===== config.mk =====
export PLATFORM = sky130hd
export DESIGN_NAME = fifo_port_arbiter
export DESIGN_NICKNAME = d
export VERILOG_FILES = /design/src/rtl/fifo_pkg.sv /design/src/rtl/rr_arb2.sv /design/src/rtl/fifo_port_arbiter.sv
export SDC_FILE = /design/constraint.sdc
export NUM_CORES = 1
export LEC_CHECK = 0
export ABC_AREA = 1
export CAP_MARGIN = 20
export CORE_ASPECT_RATIO = 0.6
export CORE_UTILIZATION = 50
export CTS_CLUSTER_SIZE = 12
export DETAILED_ROUTE_END_ITERATION = 10
export PLACE_DENSITY_LB_ADDON = 0.25
export SLEW_MARGIN = 5
export SYNTH_ARGS = -nofsm -noshare
export SYNTH_HDL_FRONTEND = slang
export SYNTH_SLANG_ARGS = --single-unit

===== constraint.sdc =====
create_clock -name clock -period 2.62 [get_ports clock]
set_clock_uncertainty 0.05 [all_clocks]
set_input_delay 0.655 -clock clock [delete_from_list [all_inputs] [get_ports clock]]
set_output_delay 0.655 -clock clock [all_outputs]
set_load 0.005 [all_outputs]

===== src/rtl/fifo_pkg.sv =====
// Shared definitions for the FIFO port arbiter slice.
// Holds the default data width, the sequencer state encoding and the
// {read,write} command encoding driven onto the FIFO control pins.
package fifo_pkg;

  localparam int WIDTH_DEF = 4;

  // Sequencer states: wait for work, hold a command until the FIFO
  // accepts it, then spend one cycle acknowledging.
  typedef enum logic [1:0] {
    IDLE   = 2'd0,
    HOLD   = 2'd1,
    SETTLE = 2'd2
  } state_t;

  // Command word as {read, write}.
  typedef enum logic [1:0] {
    CMD_NONE = 2'b00,
    CMD_WR   = 2'b01,
    CMD_RD   = 2'b10,
    CMD_RW   = 2'b11
  } cmd_t;

  // Build a command word from independent read/write eligibility bits.
  function automatic cmd_t make_cmd(input logic rd, input logic wr);
    return cmd_t'({rd, wr});
  endfunction

endpackage


===== src/rtl/rr_arb2.sv =====
// Two-requester round-robin pick.
// Ports:
//   req    - request bits from producer 0 (bit 0) and producer 1 (bit 1)
//   rr_ptr - producer favoured when both request
//   grant  - one-hot grant, or zero when nobody requests
module rr_arb2 (
  input  logic [1:0] req,
  input  logic       rr_ptr,
  output logic [1:0] grant
);

  // A lone requester always wins; a tie goes to whoever rr_ptr favours.
  always_comb begin
    grant = req;
    if (req == 2'b11) begin
      grant = rr_ptr ? 2'b10 : 2'b01;
    end
  end

endmodule


===== src/rtl/fifo_port_arbiter.sv =====
// Sequencer/arbiter in front of a slow-strobed synchronous FIFO.
// Shares the FIFO write port between two producers (round-robin), schedules
// reads for one consumer, holds each command until the FIFO's accept strobe
// and returns one-cycle acknowledges.
// Ports:
//   clock, reset          - system clock, synchronous active-high reset
//   tick                  - FIFO accept strobe (FIFO samples read/write here)
//   wr_req, wr_data0/1    - producer level requests and their data
//   wr_ack                - per-producer one-cycle write acknowledge
//   rd_req, rd_ack        - consumer level request and one-cycle acknowledge
//   fifo_read/write/in    - command pins driven to the FIFO
//   fifo_empty/full       - FIFO status flags
//   busy                  - command in flight (HOLD or SETTLE)
//   timeout_err           - sticky flag, set when a held command was aborted
module fifo_port_arbiter
  import fifo_pkg::*;
#(
  parameter int WIDTH   = WIDTH_DEF,
  parameter int TIMEOUT = 32'd50000000,
  parameter int TO_BITS = 26
) (
  input  logic             clock,
  input  logic             reset,
  input  logic             tick,
  input  logic [1:0]       wr_req,
  input  logic [WIDTH-1:0] wr_data0,
  input  logic [WIDTH-1:0] wr_data1,
  output logic [1:0]       wr_ack,
  input  logic             rd_req,
  output logic             rd_ack,
  output logic             fifo_read,
  output logic             fifo_write,
  output logic [WIDTH-1:0] fifo_in,
  input  logic             fifo_empty,
  input  logic             fifo_full,
  output logic             busy,
  output logic             timeout_err
);

  // Last counter value tolerated in HOLD before the command is abandoned.
  localparam logic [TO_BITS-1:0] TO_LAST = TO_BITS'(TIMEOUT - 1);

  state_t             state_q, state_d;
  cmd_t               cmd_q, cmd_d;
  logic [WIDTH-1:0]   data_q, data_d;
  logic               winner_q, winner_d;
  logic               rr_ptr_q, rr_ptr_d;
  logic [TO_BITS-1:0] to_cnt_q, to_cnt_d;
  logic               to_err_q, to_err_d;
  logic [1:0]         wr_ack_q, wr_ack_d;
  logic               rd_ack_q, rd_ack_d;
  logic [1:0]         grant;
  logic               rd_ok, wr_ok;

  // Requests that would misuse the FIFO simply stay pending.
  assign rd_ok = rd_req & ~fifo_empty;
  assign wr_ok = (|wr_req) & ~fifo_full;

  rr_arb2 u_arb (
    .req    (wr_req),
    .rr_ptr (rr_ptr_q),
    .grant  (grant)
  );

  // Next-state logic. The timeout counter defaults to zero so it only
  // accumulates while a command waits in HOLD. Acks are produced on the
  // tick edge so they are visible during SETTLE, one cycle after tick.
  always_comb begin
    state_d  = state_q;
    cmd_d    = cmd_q;
    data_d   = data_q;
    winner_d = winner_q;
    rr_ptr_d = rr_ptr_q;
    to_cnt_d = '0;
    to_err_d = to_err_q;
    wr_ack_d = 2'b00;
    rd_ack_d = 1'b0;
    case (state_q)
      IDLE: begin
        if (rd_ok | wr_ok) begin
          cmd_d    = make_cmd(rd_ok, wr_ok);
          data_d   = wr_ok ? (grant[1] ? wr_data1 : wr_data0) : '0;
          winner_d = grant[1];
          state_d  = HOLD;
        end
      end
      HOLD: begin
        if (tick) begin
          state_d  = SETTLE;
          cmd_d    = CMD_NONE;
          data_d   = '0;
          wr_ack_d = cmd_q[0] ? (winner_q ? 2'b10 : 2'b01) : 2'b00;
          rd_ack_d = cmd_q[1];
        end else if (to_cnt_q == TO_LAST) begin
          state_d  = IDLE;
          cmd_d    = CMD_NONE;
          data_d   = '0;
          to_err_d = 1'b1;
        end else begin
          to_cnt_d = to_cnt_q + TO_BITS'(1);
        end
      end
      SETTLE: begin
        state_d = IDLE;
        if (wr_ack_q != 2'b00) begin
          rr_ptr_d = ~winner_q;
        end
      end
      default: begin
        state_d = IDLE;
        cmd_d   = CMD_NONE;
        data_d  = '0;
      end
    endcase
  end

  // State register; reset drops any in-flight command without acking it.
  always_ff @(posedge clock) begin
    if (reset) begin
      state_q  <= IDLE;
      cmd_q    <= CMD_NONE;
      data_q   <= '0;
      winner_q <= 1'b0;
      rr_ptr_q <= 1'b0;
      to_cnt_q <= '0;
      to_err_q <= 1'b0;
      wr_ack_q <= 2'b00;
      rd_ack_q <= 1'b0;
    end else begin
      state_q  <= state_d;
      cmd_q    <= cmd_d;
      data_q   <= data_d;
      winner_q <= winner_d;
      rr_ptr_q <= rr_ptr_d;
      to_cnt_q <= to_cnt_d;
      to_err_q <= to_err_d;
      wr_ack_q <= wr_ack_d;
      rd_ack_q <= rd_ack_d;
    end
  end

  assign fifo_read   = cmd_q[1];
  assign fifo_write  = cmd_q[0];
  assign fifo_in     = data_q;
  assign wr_ack      = wr_ack_q;
  assign rd_ack      = rd_ack_q;
  assign busy        = (state_q != IDLE);
  assign timeout_err = to_err_q;

endmodule


======== After elaboration in Yosys (flattened, before gate mapping) ========
Index checks and enable logic that the tools add are counted.
W data, S select, Z words.
storage, ports and cells
  memory bits (writable) .................. 0
  memories kept ........................... 0
  latch bits .............................. 0
  logic and storage cells ................. 54
  memory bits (read-only) ................. 0
  flip-flop bits (word level) ............. 40
  output and inout bits ................... 11
  bits of input ports ..................... 16
operators by class
  bitwise logic cells ..................... 10
  reduce and logical (&&, ||, !) cells .... 12
  magnitude comparators ................... 0
  add/subtract/negate cells ............... 1
  divide/modulo/power cells ............... 0
  equality and inequality tests ........... 6
  shift-type cells ........................ 0
  multiply operators ...................... 0
  muxes and demuxes ....................... 16
operators with widths
  operator                 count
  $add A26 B1 Y26 const B  1
  $eq A26 B26 Y1 const B   1
  $mux W4                  5
  $mux W2                  8
  $pmux W4 S3              1
  $reduce_or A4 Y1         2
  $not A1 Y1               7
  $pmux W2 S3              1
  $reduce_and A2 Y1        3
  $reduce_and A3 Y1        2
  $eq A2 B2 Y1 const B     2
  $pmux W2 S2              1
  $reduce_bool A2 Y1       2
  $ne A3 B3 Y1 const B     1
  $reduce_or A3 Y1         1
  $and A1 B1 Y1            2
  $eq A2 B1 Y1 const B     1
  $logic_not A2 Y1         1
  $ne A2 B2 Y1 const B     1
  $reduce_or A2 Y1         1
  $or A1 B1 Y1             1

======== Longest topological paths before layout ========
  depth in word-level cells ............... 6
  mapped depth ............................ 11
  mapped depth without buffers ............ 10

======== Cells and area by module ========
Synthesis repeated with hierarchy kept, for this count alone.
unflattened totals
  cells, all modules ...................... 285
  area total of the unflattened synthesis .. 1993.2 um2
by module, submodules not included
  module             cells an instance  times used  sequential area each (um2)  area each (um2)
  fifo_port_arbiter  280                1           800.8                       1971.9
  rr_arb2            5                  1           0.0                         21.3

======== Worst setup path after synthesis ========
OpenSTA, ideal clock, no wires.
  kind .................................... flip-flop to flip-flop
  from .................................... reg to_cnt_q[0]
  to ...................................... reg to_cnt_q[15]
  setup time .............................. 0.115 ns
  arrival time ............................ 1.345 ns
  buffers on the path ..................... 1
  slack ................................... 1.110 ns
  stages on the path, launching flop included .. 12
  period minus slack after synthesis ...... 1.510 ns
  data required time ...................... 2.455 ns
  cells stage by stage .................... dfxtp_1 ha_1 nand2_2 nor2_4 nand2_1 nor2_1 nand2_1 nand2_2 nor2_4 inv_6 buf_8 nor2_2
between the ends
  longest elaborated chain between the ends .. 2
  elaborated cells between the ends (all ways) .. 3
  those cells by class .................... add/sub (1); eq/ne (1); reduce/logical (1)
ends and longest elaborated chain
  item                                                     RTL line                  RTL
  from (decl)                                              fifo_port_arbiter.sv:48   logic [TO_BITS-1:0] to_cnt_q, to_cnt_d;
  from (signal assigned)                                   fifo_port_arbiter.sv:135  to_cnt_q <= to_cnt_d;
  branches (longest 2 deep; another with $add A26 B1 Y26)  n/a
Parallel ways; which one is timed is not known.
A chain may end at the register's enable or synchronous reset.

======== Final worst setup path ========
  from .................................... reg state_q[1]
  to ...................................... out busy
between the ends
  longest elaborated chain between the ends .. 1
ends and longest elaborated chain
  item                    RTL line                  RTL
  from (decl)             fifo_port_arbiter.sv:43   state_t state_q, state_d;
  from (signal assigned)  fifo_port_arbiter.sv:130  state_q <= state_d;
  $reduce_bool A2 Y1      fifo_port_arbiter.sv:147  assign busy = (state_q != IDLE);
  to (decl)               fifo_port_arbiter.sv:36   output logic busy,
No other way between the ends.

==> qor.txt <==
worst path required time: 1.91 ns
Final Hold Viols: 0
fin nets: 338
DR vias: 1872
synthesis-to-layout area growth: 19.40%
Internal: 949.2 uW
Synth Flop Type: dfxtp_1
DP Wirelength: 3511 um
Skew-Pair Late Insertion Delay: 0.29 ns
n_diodes: 0
most area-hungry cell type in the Yosys netlist: dfxtp_1
global-route wire length before repair: 7707 um
IO buf count: 26
CP Launch Type: flop
post-synth net total: 309
layout cell share with drive strength beyond 1: 9.627%
sequential power share: 51.7%
post-synthesis sequential area ratio: 39.68%
max frequency: 478.2 MHz
slowest stage cell, crit path: clkdlybuf4s50_1
Die ar.: 0.004303 mm2
total power: 1.209 mW
antenna violations before repair: 0
Yosys top cell area share: 39.68%
total track usage: 23.72%
EDFF count, synth: 0
H-tree depth: 2
Sw Share: 21.52%
Max Cap Violations: 0
Final Critical Period: 2.091 ns
pwr/cell area: 501.9 mW/mm2
Die Ht: 51.21 um
CTS clk-pin slew, worst paths: 0.07 ns
CTS Hold Buffers Added: 0
initial drt markers: 131
Synth Register Bits: 40
main area contributors after synthesis: dfxtp_1 (40%), nand2_1 (12%), nor2_1 (10%)
post-synthesis cell area: 0.002018 mm2
max incr delay on CP: 0.53 ns
Clk Tree Root Cell: clkbuf_8
RSZ-0062 raised after global routing: no
clock share of power: 40.4%
Die X: 84.02 um
worst reg2reg path startpoint: to_cnt_q[0]
row cnt: 17
CP Buf/Inv Count: 2
Max Transition Viols Final: 0
Worst EP arrival: 1.39 ns
Post-Route WL: 4585 um
Wirelength per Cell: 12.43 um
CP Class: reg -> out
Max VDD drop: 0.3238 mV
total grt overflow: 0
part of the power in combinational logic: 8.0%
CTS max path bufs: 2
switching power: 260.3 uW
Mean Syn Cell Area: 6.912 um2
TNS Setup: 0 ns
Starting Density: 53.61%
CP Cell Sequence: inv_1 > nand2_1 > clkdlybuf4s50_1
routed vias/inst: 5.073
PostCTS Resize Cnt: 0
Clock Sink Count: 40
status: complete, no violations
GPL Wtd Cong: 0.9549
I/O pins: 27
ys async rst share: 0%
crit path max fanout: 4
DRC Markers: 0
number of setup buffers added after CTS: 0
Final ANT Viol Nets: 0
Leak Pwr: 0.8551 nW
Worst Setup End Kind: primary output
hold_sp: winner_q
Hold WC Path Type: reg -> reg
Final setup viols: 0
Filler Cells Inserted: 345
Max-slew headroom: 63.82%
Top delay family on crit path: buffers and inverters
CTS tree: yes
core area: 0.003765 mm2
worst slew pin tran: 0.5411 ns
drt first pass iters: 4
Worst Setup SP: state_q[1]
vias in the first global route: 1620
Cells after Synth: 292
Ys Warns: 0
Netlist cell types: 28
Inserted Clock Buffers: 5
fin crit share: 79.81%
largest net degree at the start of global routing: 24
-- power by group through the flow --
stage	Combinational, mW	Clock (mW)	Sequential [mW]
finish	0.0963	0.488	0.625
global route	0.108	0.528	0.626
CTS	0.0962	0.503	0.625
detailed placement	0.0959	0	0.639
global placement	0.0940	0	0.639
floorplan	0.0466	0	0.639
-- state kept, by name, indices dropped and copies added, names as in the netlist --
| name | cells |
|---|---|
| cmd_q | 2 |
| fifo_in | 4 |
| rd_ack | 1 |
| rr_ptr_q | 1 |
| state_q | 2 |
| timeout_err | 1 |
| to_cnt_q | 26 |
| winner_q | 1 |
| wr_ack | 2 |
-- cell usage after synthesis, drive strengths merged (3+ instances only) --
| cell type | instances |
|---|---|
| inv | 40 |
| xor2 | 3 |
| nand4 | 7 |
| nand3 | 16 |
| a21oi | 21 |
| nor2 | 64 |
| nand2 | 67 |
| o21ai | 7 |
| xnor2 | 5 |
| nor3 | 8 |
| dfxtp | 40 |
-- cell type report --
class	instances	area (um2)	share of cell area, %
clock inverters	2	35.03	1.454
flip-flops and latches	40	800.8	33.23
multi-input cells	208	1027	42.63
inverters	40	155.1	6.438
clock buffers	6	72.57	3.011
repair buffers	26	260.3	10.80
well taps	47	58.81	2.440
-- cells in the final DEF (no fill, tap or decap), types with 2 or more instances in the layout --
master	count
a21oi_1	13
a21oi_2	8
a31oi_1	2
clkbuf_8	5
clkdlybuf4s50_1	26
dfxtp_1	40
inv_1	38
nand2_1	62
nand2_2	5
nand3_1	16
nand3b_1	2
nand4_1	7
nor2_1	55
nor2_2	5
nor2_4	4
nor3_1	8
o21ai_0	7
o21bai_1	2
xnor2_1	5
xor2_1	3
-- cell families after synthesis --
| family | count (synthesis) | share of synthesized area [%] |
|---|---|---|
| buffers and inverters | 44 | 9.423 |
| AOI/OAI and AO/OA | 33 | 10.17 |
| DFF | 40 | 39.68 |
| adders and majority gates | 1 | 0.6199 |
| and+or+nand+nor | 166 | 36.64 |
| xor gates and xnor gates | 8 | 3.472 |
-- through the flow --
step	area, um2	worst slack [ns]	instances	hold slack [ns]	util, %
5_1_grt	2410	0.4704	369	0.4021	64.01
6_report	2410	0.5290	369	0.3643	64.01
3_3_place_gp	2302	0.6177	361	0.3474	61.15
3_5_place_dp	2302	0.5665	361	0.3564	61.15
2_1_floorplan	2018	1.110	292	0.3411	-
4_1_cts	2410	0.5294	369	0.3666	64.01
-- final timing paths --
check / endpoint / slack (ns) / cells past startpoint
worst min-delay path: wr_ack[0] / 0.36 / 1
worst max-delay path: busy / 0.53 / 3
worst max register to register: to_cnt_q[9] / 0.85 / 10
worst min register to register: wr_ack[0] / 0.36 / 1
-- layer usage --
layer	vias to the layer above	global-route usage, %	part of all wire, %
li1	980	-	-
met1	837	35.85	55
met2	49	29.64	36
met3	6	8.401	7.7
met4	0	8.621	0.94
met5	-	0	0
Power figures use the tool's default switching activity.
